`src/rtl/misr_sig_compactor_if.sv`:
```
// -----------------------------------------------------------------------------
// misr_sig_compactor_if
// Groups the run-control handshake, the beat stream and the result outputs of
// misr_sig_compactor. clk and rst are not part of this bundle.
//
// Handshake semantics:
//   start/len   : one-cycle run request. It is honoured only while the
//                 compactor is IDLE and is ignored in every other state.
//   in_valid/in_ready : a beat transfers on a rising edge where both are high.
//                 in_ready depends only on the state register and never on
//                 in_valid. The producer may raise, drop or hold in_valid
//                 freely, and in_data is only sampled on a transfer.
//   busy/done   : busy is high for RUN and DONE. done is a one-cycle pulse
//                 in DONE.
//
// Signals:
//   start, len, in_valid, in_data, [in_mask]  driven by the master (producer)
//   in_ready, busy, done, signature, count     driven by the slave (compactor)
//   dbg_state                                   FSM state, for observation only
//
// Optional macro: MISR_X_MASK_EN adds in_mask[IN_W-1:0].
// -----------------------------------------------------------------------------
interface misr_sig_compactor_if #(
    parameter int IN_W  = 7,
    parameter int SIG_W = 16,
    parameter int LEN_W = 16
);
    logic             start;
    logic [LEN_W-1:0] len;
    logic             in_valid;
    logic [IN_W-1:0]  in_data;
`ifdef MISR_X_MASK_EN
    logic [IN_W-1:0]  in_mask;
`endif
    logic             in_ready;
    logic             busy;
    logic             done;
    logic [SIG_W-1:0] signature;
    logic [LEN_W-1:0] count;
    logic [1:0]       dbg_state;

    modport master (
`ifdef MISR_X_MASK_EN
        output in_mask,
`endif
        output start, len, in_valid, in_data,
        input  in_ready, busy, done, signature, count, dbg_state
    );

    modport slave (
`ifdef MISR_X_MASK_EN
        input  in_mask,
`endif
        input  start, len, in_valid, in_data,
        output in_ready, busy, done, signature, count, dbg_state
    );
endinterface

```
`src/rtl/misr_sig_compactor.sv`:
```
// -----------------------------------------------------------------------------
// misr_sig_compactor
// Multiple-input signature register. It compacts a programmable-length stream
// of output vectors into one SIG_W-bit signature. Each accepted beat shifts
// the signature left by one bit and XORs in the POLY feedback when the MSB was
// set. It then XORs in the zero-extended input vector.
//
// Ports:
//   clk  : rising-edge clock
//   rst  : asynchronous, active-high reset
//   bus  : misr_sig_compactor_if.slave
//          start/len            run request, sampled in IDLE only
//          in_valid/in_data     beat stream, accepted when in_valid && in_ready
//          in_ready             high in RUN only
//          busy                 high in RUN and DONE
//          done                 one-cycle pulse in DONE
//          signature            registered signature
//          count                beats accepted in the current or last run
//          dbg_state            FSM state register
//
// Optional macro: MISR_X_MASK_EN. When it is defined, in_mask bits set to 1
// zero the matching in_data bits before they reach the signature.
//
// Parameter limits: 1 <= IN_W <= SIG_W and SIG_W >= 2.
// -----------------------------------------------------------------------------
module misr_sig_compactor #(
    parameter int               IN_W  = 7,
    parameter int               SIG_W = 16,
    parameter logic [SIG_W-1:0] POLY  = 16'h1021,
    parameter logic [SIG_W-1:0] SEED  = 16'h0000,
    parameter int               LEN_W = 16
) (
    input  logic                 clk,
    input  logic                 rst,
    misr_sig_compactor_if.slave  bus
);

    localparam logic [1:0] S_IDLE = 2'd0;
    localparam logic [1:0] S_RUN  = 2'd1;
    localparam logic [1:0] S_DONE = 2'd2;

    logic [1:0]       state_q, state_d;
    logic [SIG_W-1:0] sig_q,   sig_d;
    logic [LEN_W-1:0] count_q, count_d;
    logic [LEN_W-1:0] len_q,   len_d;

    logic             accept;
    logic [IN_W-1:0]  data_eff;
    logic [SIG_W-1:0] data_ext;
    logic [SIG_W-1:0] sig_step;
    logic [LEN_W-1:0] count_inc;

    // Outputs that decode the state register alone.
    assign bus.in_ready  = (state_q == S_RUN);
    assign bus.busy      = (state_q == S_RUN) || (state_q == S_DONE);
    assign bus.done      = (state_q == S_DONE);
    assign bus.signature = sig_q;
    assign bus.count     = count_q;
    assign bus.dbg_state = state_q;

    assign accept    = bus.in_valid && (state_q == S_RUN);
    assign count_inc = count_q + LEN_W'(1);

`ifdef MISR_X_MASK_EN
    assign data_eff = bus.in_data & ~bus.in_mask;
`else
    assign data_eff = bus.in_data;
`endif

    // Zero-extend by a slice assignment. This stays legal when IN_W == SIG_W,
    // where a zero-width replication would not be.
    always_comb begin
        data_ext           = '0;
        data_ext[IN_W-1:0] = data_eff;
    end

    assign sig_step = {sig_q[SIG_W-2:0], 1'b0}
                    ^ (sig_q[SIG_W-1] ? POLY : '0)
                    ^ data_ext;

    always_comb begin
        state_d = state_q;
        sig_d   = sig_q;
        count_d = count_q;
        len_d   = len_q;
        case (state_q)
            S_IDLE: begin
                // When start is low, signature and count hold, so the last
                // result stays readable.
                if (bus.start) begin
                    sig_d   = SEED;
                    count_d = '0;
                    len_d   = bus.len;
                    state_d = (bus.len == '0) ? S_DONE : S_RUN;
                end
            end
            S_RUN: begin
                if (accept) begin
                    sig_d   = sig_step;
                    count_d = count_inc;
                    // The final beat's signature update lands on the same
                    // edge that enters DONE.
                    if (count_inc == len_q) begin
                        state_d = S_DONE;
                    end
                end
            end
            S_DONE: begin
                state_d = S_IDLE;
            end
            default: begin
                state_d = S_IDLE;
            end
        endcase
    end

    always_ff @(posedge clk or posedge rst) begin
        if (rst) begin
            state_q <= S_IDLE;
            sig_q   <= SEED;
            count_q <= '0;
            len_q   <= '0;
        end else begin
            state_q <= state_d;
            sig_q   <= sig_d;
            count_q <= count_d;
            len_q   <= len_d;
        end
    end

endmodule
```
`src/flat_wrapper.sv`:
```
// flat-port wrapper written by rule: the top's interface ports become plain ports
module misr_sig_compactor_flat 
#(
    parameter int               IN_W  = 7,
    parameter int               SIG_W = 16,
    parameter logic [SIG_W-1:0] POLY  = 16'h1021,
    parameter logic [SIG_W-1:0] SEED  = 16'h0000,
    parameter int               LEN_W = 16
)
  (clk, rst, bus_start, bus_len, bus_in_valid, bus_in_data, bus_in_ready, bus_busy, bus_done, bus_signature, bus_count, bus_dbg_state);
  misr_sig_compactor_if #(.IN_W(IN_W), .SIG_W(SIG_W), .LEN_W(LEN_W)) bus_i ();
  input  logic clk;
  input  logic rst;
  input wire logic [$bits(bus_i.start)-1:0] bus_start;
  input wire logic [$bits(bus_i.len)-1:0] bus_len;
  input wire logic [$bits(bus_i.in_valid)-1:0] bus_in_valid;
  input wire logic [$bits(bus_i.in_data)-1:0] bus_in_data;
  output wire logic [$bits(bus_i.in_ready)-1:0] bus_in_ready;
  output wire logic [$bits(bus_i.busy)-1:0] bus_busy;
  output wire logic [$bits(bus_i.done)-1:0] bus_done;
  output wire logic [$bits(bus_i.signature)-1:0] bus_signature;
  output wire logic [$bits(bus_i.count)-1:0] bus_count;
  output wire logic [$bits(bus_i.dbg_state)-1:0] bus_dbg_state;
  assign bus_i.start = bus_start;
  assign bus_i.len = bus_len;
  assign bus_i.in_valid = bus_in_valid;
  assign bus_i.in_data = bus_in_data;
  assign bus_in_ready = bus_i.in_ready;
  assign bus_busy = bus_i.busy;
  assign bus_done = bus_i.done;
  assign bus_signature = bus_i.signature;
  assign bus_count = bus_i.count;
  assign bus_dbg_state = bus_i.dbg_state;
  misr_sig_compactor #(.IN_W(IN_W), .SIG_W(SIG_W), .POLY(POLY), .SEED(SEED), .LEN_W(LEN_W)) u_core (.clk(clk), .rst(rst), .bus(bus_i));
endmodule
```
`config.mk`:
```
export PLATFORM = sky130hd
export DESIGN_NAME = misr_sig_compactor_flat
export DESIGN_NICKNAME = d
export VERILOG_FILES = /design/src/rtl/misr_sig_compactor_if.sv /design/src/rtl/misr_sig_compactor.sv /design/src/flat_wrapper.sv
export SDC_FILE = /design/constraint.sdc
export NUM_CORES = 1
export LEC_CHECK = 0
export ABC_AREA = 1
export CORE_MARGIN = 10
export CORE_UTILIZATION = 45
export CTS_CLUSTER_DIAMETER = 150
export DETAILED_ROUTE_END_ITERATION = 8
export PLACE_DENSITY = 0.73
export REMOVE_ABC_BUFFERS = 1
export SETUP_SLACK_MARGIN = 0.5
export SLEW_MARGIN = 20
export SYNTH_ARGS = -nofsm -noshare
export SYNTH_HDL_FRONTEND = slang
export SYNTH_SLANG_ARGS = --single-unit
```
`constraint.sdc`:
```
create_clock -name clk -period 2.4 [get_ports clk]
set_input_delay 0.48 -clock clk [delete_from_list [all_inputs] [get_ports clk]]
set_output_delay 0.48 -clock clk [all_outputs]
set_load 0.02 [all_outputs]
```
Word level (Yosys, flattened, before mapping)
Index checks and enable logic that the tools add are counted.
W data, S select, Z words.
{ "totals": {"wordCells": 32, "ff_bits": 50, "out_inout_bits": 37, "input_bits": 27} }
{ "classes": {"n_reduce_logical": 8, "bitwise": 2, "n_addsub": 1, "n_eq_ne": 6, "n_mux": 11} }
{ "ops": {"columns": ["cell", "n"], "rows": [
  ["$pmux W16 S2", 2],
  ["$mux W16", 3],
  ["$add A16 B1 Y16 const B", 1],
  ["$eq A16 B16 Y1", 1],
  ["$logic_not A16 Y1", 1],
  ["$xor A16 B16 Y16", 1],
  ["$xor A16 B7 Y16", 1],
  ["$mux W13", 1],
  ["$mux W2", 4],
  ["$reduce_and A3 Y1", 2],
  ["$ne A2 B1 Y1 const B", 2],
  ["$pmux W2 S2", 1],
  ["$eq A2 B1 Y1 const B", 1],
  ["$eq A2 B2 Y1 const B", 1],
  ["$logic_not A2 Y1", 1],
  ["$ne A2 B2 Y1 const B", 1],
  ["$reduce_and A2 Y1", 1],
  ["$reduce_bool A2 Y1", 1],
  ["$logic_and A1 B1 Y1", 1],
  ["$logic_or A1 B1 Y1", 1]
]} }

Logic depth before layout (Yosys ltp)
{ "logic_depth": {"word_depth": 5, "mapped_depth": 16, "depth_no_buf": 16} }

Worst setup path after synthesis
No wires, ideal clock.
{ "synth_path": {"kind": "register to register", "from": "reg u_core.state_q[1], in the netlist u_core.bus.dbg_state[1]", "to": "reg u_core.count_q[5], in the netlist u_core.bus.count[5]", "path_buffers": 2, "setup_ns": 0.138, "slack_ns": 0.354, "arrival_ns": 1.908, "stages_incl_launch_ff": 10, "t_required_ns": 2.262, "period_less_slack_ns": 2.046, "path_cell_list": "dfrtp_1 -> inv_1 -> ha_1 -> inv_1 -> o21ai_0 -> inv_1 -> nand2_1 -> clkbuf_1 -> buf_2 -> o22ai_1"} }
{ "synth_via": {"elab_chain_cells": 4, "word_cells_on_any_way": 8, "cone_classes": "eq/ne (3); mux (1); reduce/logical (4)"} }
{ "synth_rtl": {"columns": ["item", "line_no", "rtl"], "rows": [
  ["start, declared", "misr_sig_compactor.sv:42", "logic [1:0] state_q, state_d;"],
  ["start signal, assigned", "misr_sig_compactor.sv:124", "state_q <= state_d;"],
  ["$eq A2 B1 Y1 (*)", null, null],
  ["net bus_in_ready", "flat_wrapper.sv:18", "output wire logic [$bits(bus_i.in_ready)-1:0] bus_in_ready;"],
  ["$logic_and A1 B1 Y1", "misr_sig_compactor.sv:61", "assign accept = bus.in_valid && (state_q == S_RUN);"],
  ["$ne A2 B1 Y1 (no line)", null, null],
  ["$reduce_and A3 Y1 (no line)", null, null],
  ["end signal, assigned", "misr_sig_compactor.sv:126", "count_q <= count_d;"],
  ["end, declared", "misr_sig_compactor.sv:44", "logic [LEN_W-1:0] count_q, count_d;"]
]} }
The timed path passes the listed nets; every way through them passes the cells marked *.
A chain may end at the register's enable or synchronous reset.

Worst setup path after layout
{ "layout_path": {"from": "reg u_core.count_q[1], in the netlist u_core.bus.count[1]", "to": "reg u_core.state_q[0], in the netlist u_core.bus.dbg_state[0]"} }
{ "layout_via": {"elab_chain_cells": 4} }
{ "layout_rtl": {"columns": ["item", "line_no", "rtl"], "rows": [
  ["$add A16 B1 Y16", "misr_sig_compactor.sv:62", "assign count_inc = count_q + LEN_W'(1);"],
  ["$eq A16 B16 Y1", "misr_sig_compactor.sv:103", "if (count_inc == len_q) begin"],
  ["$ne A2 B1 Y1 (no line)", null, null],
  ["$reduce_and A3 Y1 (no line)", null, null]
]} }
No other way between the ends.

==> flow_summary.ini <==
[outcome]
status = finished clean

[clocking]
cts_tree = built
insertion_delay_ns = 0.30
hold_buffers = 0
clock_sinks = 50
htreeDepth = 2
clk_path_buf_depth = 2
cts_buffers = 5
clockRootBuffer = clkbuf_8
clkTransAtPathRegs_ns = 0.10

[timing]
skew_ns = 0.00948
finalSetupViolations = 0
setup_ws_ns = 0.425
post-route-period-util_pct = 82.3
relSlewSlack_pct = 66.8
rsz0062_at_grt = true
finalHoldViolations = 0
tightest_slew_ns = 0.495
maxSlewViolCount = 0
min_period_ns = 1.97
fmax_mhz = 506

[synthesis]
yosysTopAreaCellShare_pct = 44.8
yosysWarnings = 0
synth_top_flop_cell = dfrtp_1
yosys-top-cells-count = nand2_1, inv_1, dfrtp_1, nand3_1, o21ai_0
yosysMostFrequentCell = nand2_1
seq_area_frac_synth_pct = 44.8
syn_inst = 367
synth.top_cells.by_area = dfrtp_1, nand2_1, inv_1
synth-async-reset-ratio_pct = 100
synth_edf_count = 0
syn-mean-instance-area_um2 = 7.61
synth_seq_cells = 50
synthDistinctLibCells = 24
synth_top_cell_by_area = dfrtp_1
syn-cell-area_um2 = 2790

[worst_hold_path]
whs_path_depth = 2
whs_endpoint = u_core.len_q[7]
min_from = u_core.len_q[7]
min_path_type = reg -> reg

[final_layout]
seq_area_um2 = 1260
final_cell_count_no_fill = 526
nets = 481
nFillCells = 493
antenna_cells = 0
multi_input_area_um2 = 1430
area_growth_pct = 40.0
layout-drive-gt1-share_pct = 17.5

[global_routing]
overflow = 0
grt_antenna_before_repair = 0
grt_max_degree = 51
grtUsageTotal_pct = 15.7
grt_first_pass_wirelength_um = 12900
grt_pass1_vias = 2681

[worst_setup_path]
startpoint_type = flop
r2r-end = u_core.bus.dbg_state[0]
crit_buf_inv = 1
path_common_cell = nand2_2
critPathRequiredTime_ns = 2.59
crit_type = reg -> reg
reg2reg_from = u_core.bus.count[1]
cp_top_family = simple AND/OR/NAND/NOR gates
crit_chain = buf_6 > nand2_4 > nor2_4 > nand2_4 > nor2_4 > nand2_2 > nand2_2 > nand2_2 > nand2_2 > nand2_2 > nor2_2 > nand3_2 > nand2_2 > nand2_2 > nand2_1 > nand2_1
max_stage_delay_ns = 0.44
r2r_cells = 16
rrSetupSlack_ns = 0.43
crit_arrival_ns = 2.17
cp-end-kind = flop
cp_max_fo = 4
cpMaxStageDelayCell = dfrtp_1

[detailed_routing]
vias = 2766
drt-vias-per-instance = 5.26
drt_iter0_markers = 166
highest_layer = met4
met1_length_um = 3420
drc = 0
drtPass1Iterations = 4
dr_wl_met3_um = 348
wl_per_cell_um = 15.7
wl_met2_um = 4280
routed_wl_um = 8250
ant_nets = 0

[place]
dpl.cell_count = 502
post-place-ws_ns = 0.237
gp_congestion = 0.804
hpwl_um = 5840
io_buffer_count = 63

[floorplanning]
die_h_um = 98.8
dieArea_um2 = 9760
pin_count = 64
core-area_um2 = 5990
rows = 28
initial_utilization_pct = 46.6
die_w_um = 98.8

[pwr]
p_leak_nw = 1.90
power.density_nw_per_um2 = 894
peakVddDrop_v = 0.000647

[job]
drv_cap = 0
-- final cells by class --
class                           instances  area share, %
Multi-Input combinational cell        251           36.6
Clock inverter                          2          0.352
Tap cell                               75           2.40
Inverter                               58           5.56
Clock buffer                            6           1.85
Sequential cell                        50           32.1
Timing Repair Buffer                   84           21.1
-- cell families after synthesis --
logic type                 count (synthesis)  synth area share [%]
AOI/OAI and AO/OA                         52                  10.3
buffers and inverters                     67                  9.05
and+or+nand+nor                          181                  29.0
DFF                                       50                  44.8
adders and majority gates                  4                  1.79
xor gates and xnor gates                  13                  5.06
-- per-stage QoR --
step	hold slack [ns]	utilization, %	TNS (ns)	cell area (um2)	power, W
6_report	0.516	65.3	0	3910	0.00350
5_1_grt	0.545	65.3	0	3910	0.00376
4_1_cts	0.520	61.8	0	3700	0.00337
3_5_place_dp	0.497	59.1	0	3540	0.00283
3_3_place_gp	0.488	59.1	0	3540	0.00279
2_1_floorplan	0.466	-	-3.41	2760	0.00220
-- repair_timing --
item,4_1_cts,5_1_grt
gates resized for setup,17,48
cloned,0,1
setup buffers,8,7
endpoints found under the setup margin,33,38
pin swaps,5,20
endpoints found under the hold margin,0,0
-- worst register-to-register path, cell delays in order, from the launching register on --
cell and delay, ns:
dfrtp_1 0.44, buf_6 0.14, nand2_4 0.06, nor2_4 0.22, nand2_4 0.08, nor2_4 0.16
nand2_2 0.08, nand2_2 0.08, nand2_2 0.05, nand2_2 0.07, nand2_2 0.05, nor2_2 0.12
nand3_2 0.07, nand2_2 0.08, nand2_2 0.05, nand2_1 0.05, nand2_1 0.05
-- flip-flops by register name (all words and copies together), names as in the netlist --
name,cells
u_core.bus.dbg_state,2
u_core.bus.signature,16
u_core.bus.count,16
u_core.len_q,16
-- cell usage in the layout (no fill, tap or decap), types with 9 or more instances in the layout --
cell type,count
nand2_1,97
inv_1,54
clkdlybuf4s50_1,49
dfrtp_1,46
o21ai_0,27
nand3_1,21
o22ai_1,20
buf_4,15
nand2_2,14
nor2_1,12
nand3_2,9
-- worst max path at each step --
stage,cells past startpoint,start,slack [ns],to
5_1_grt,16,u_core.bus.count[1],0.27,u_core.bus.dbg_state[1]
6_report,16,u_core.bus.count[1],0.43,u_core.bus.dbg_state[0]
3_3_place_gp,14,u_core.bus.count[0],0.35,u_core.bus.dbg_state[0]
2_1_floorplan,7,u_core.bus.dbg_state[1],-0.34,u_core.bus.signature[5]
4_1_cts,16,u_core.bus.count[1],0.44,u_core.bus.dbg_state[0]
3_5_place_dp,16,u_core.bus.count[0],0.24,u_core.bus.dbg_state[0]
-- power by group --
part           switching (W)  internal, W
Clock               0.000283     0.000207
Combinational       0.000984     0.000732
Sequential          0.000216      0.00108
Total                0.00148      0.00201
-- routing by layer --
layer	up-vias	track usage, %
li1	1351	-
met2	86	27.0
met1	1310	19.1
met5	-	0
met3	19	2.86
met4	0	5.40
No activity file was read; power rests on OpenSTA's default activity.
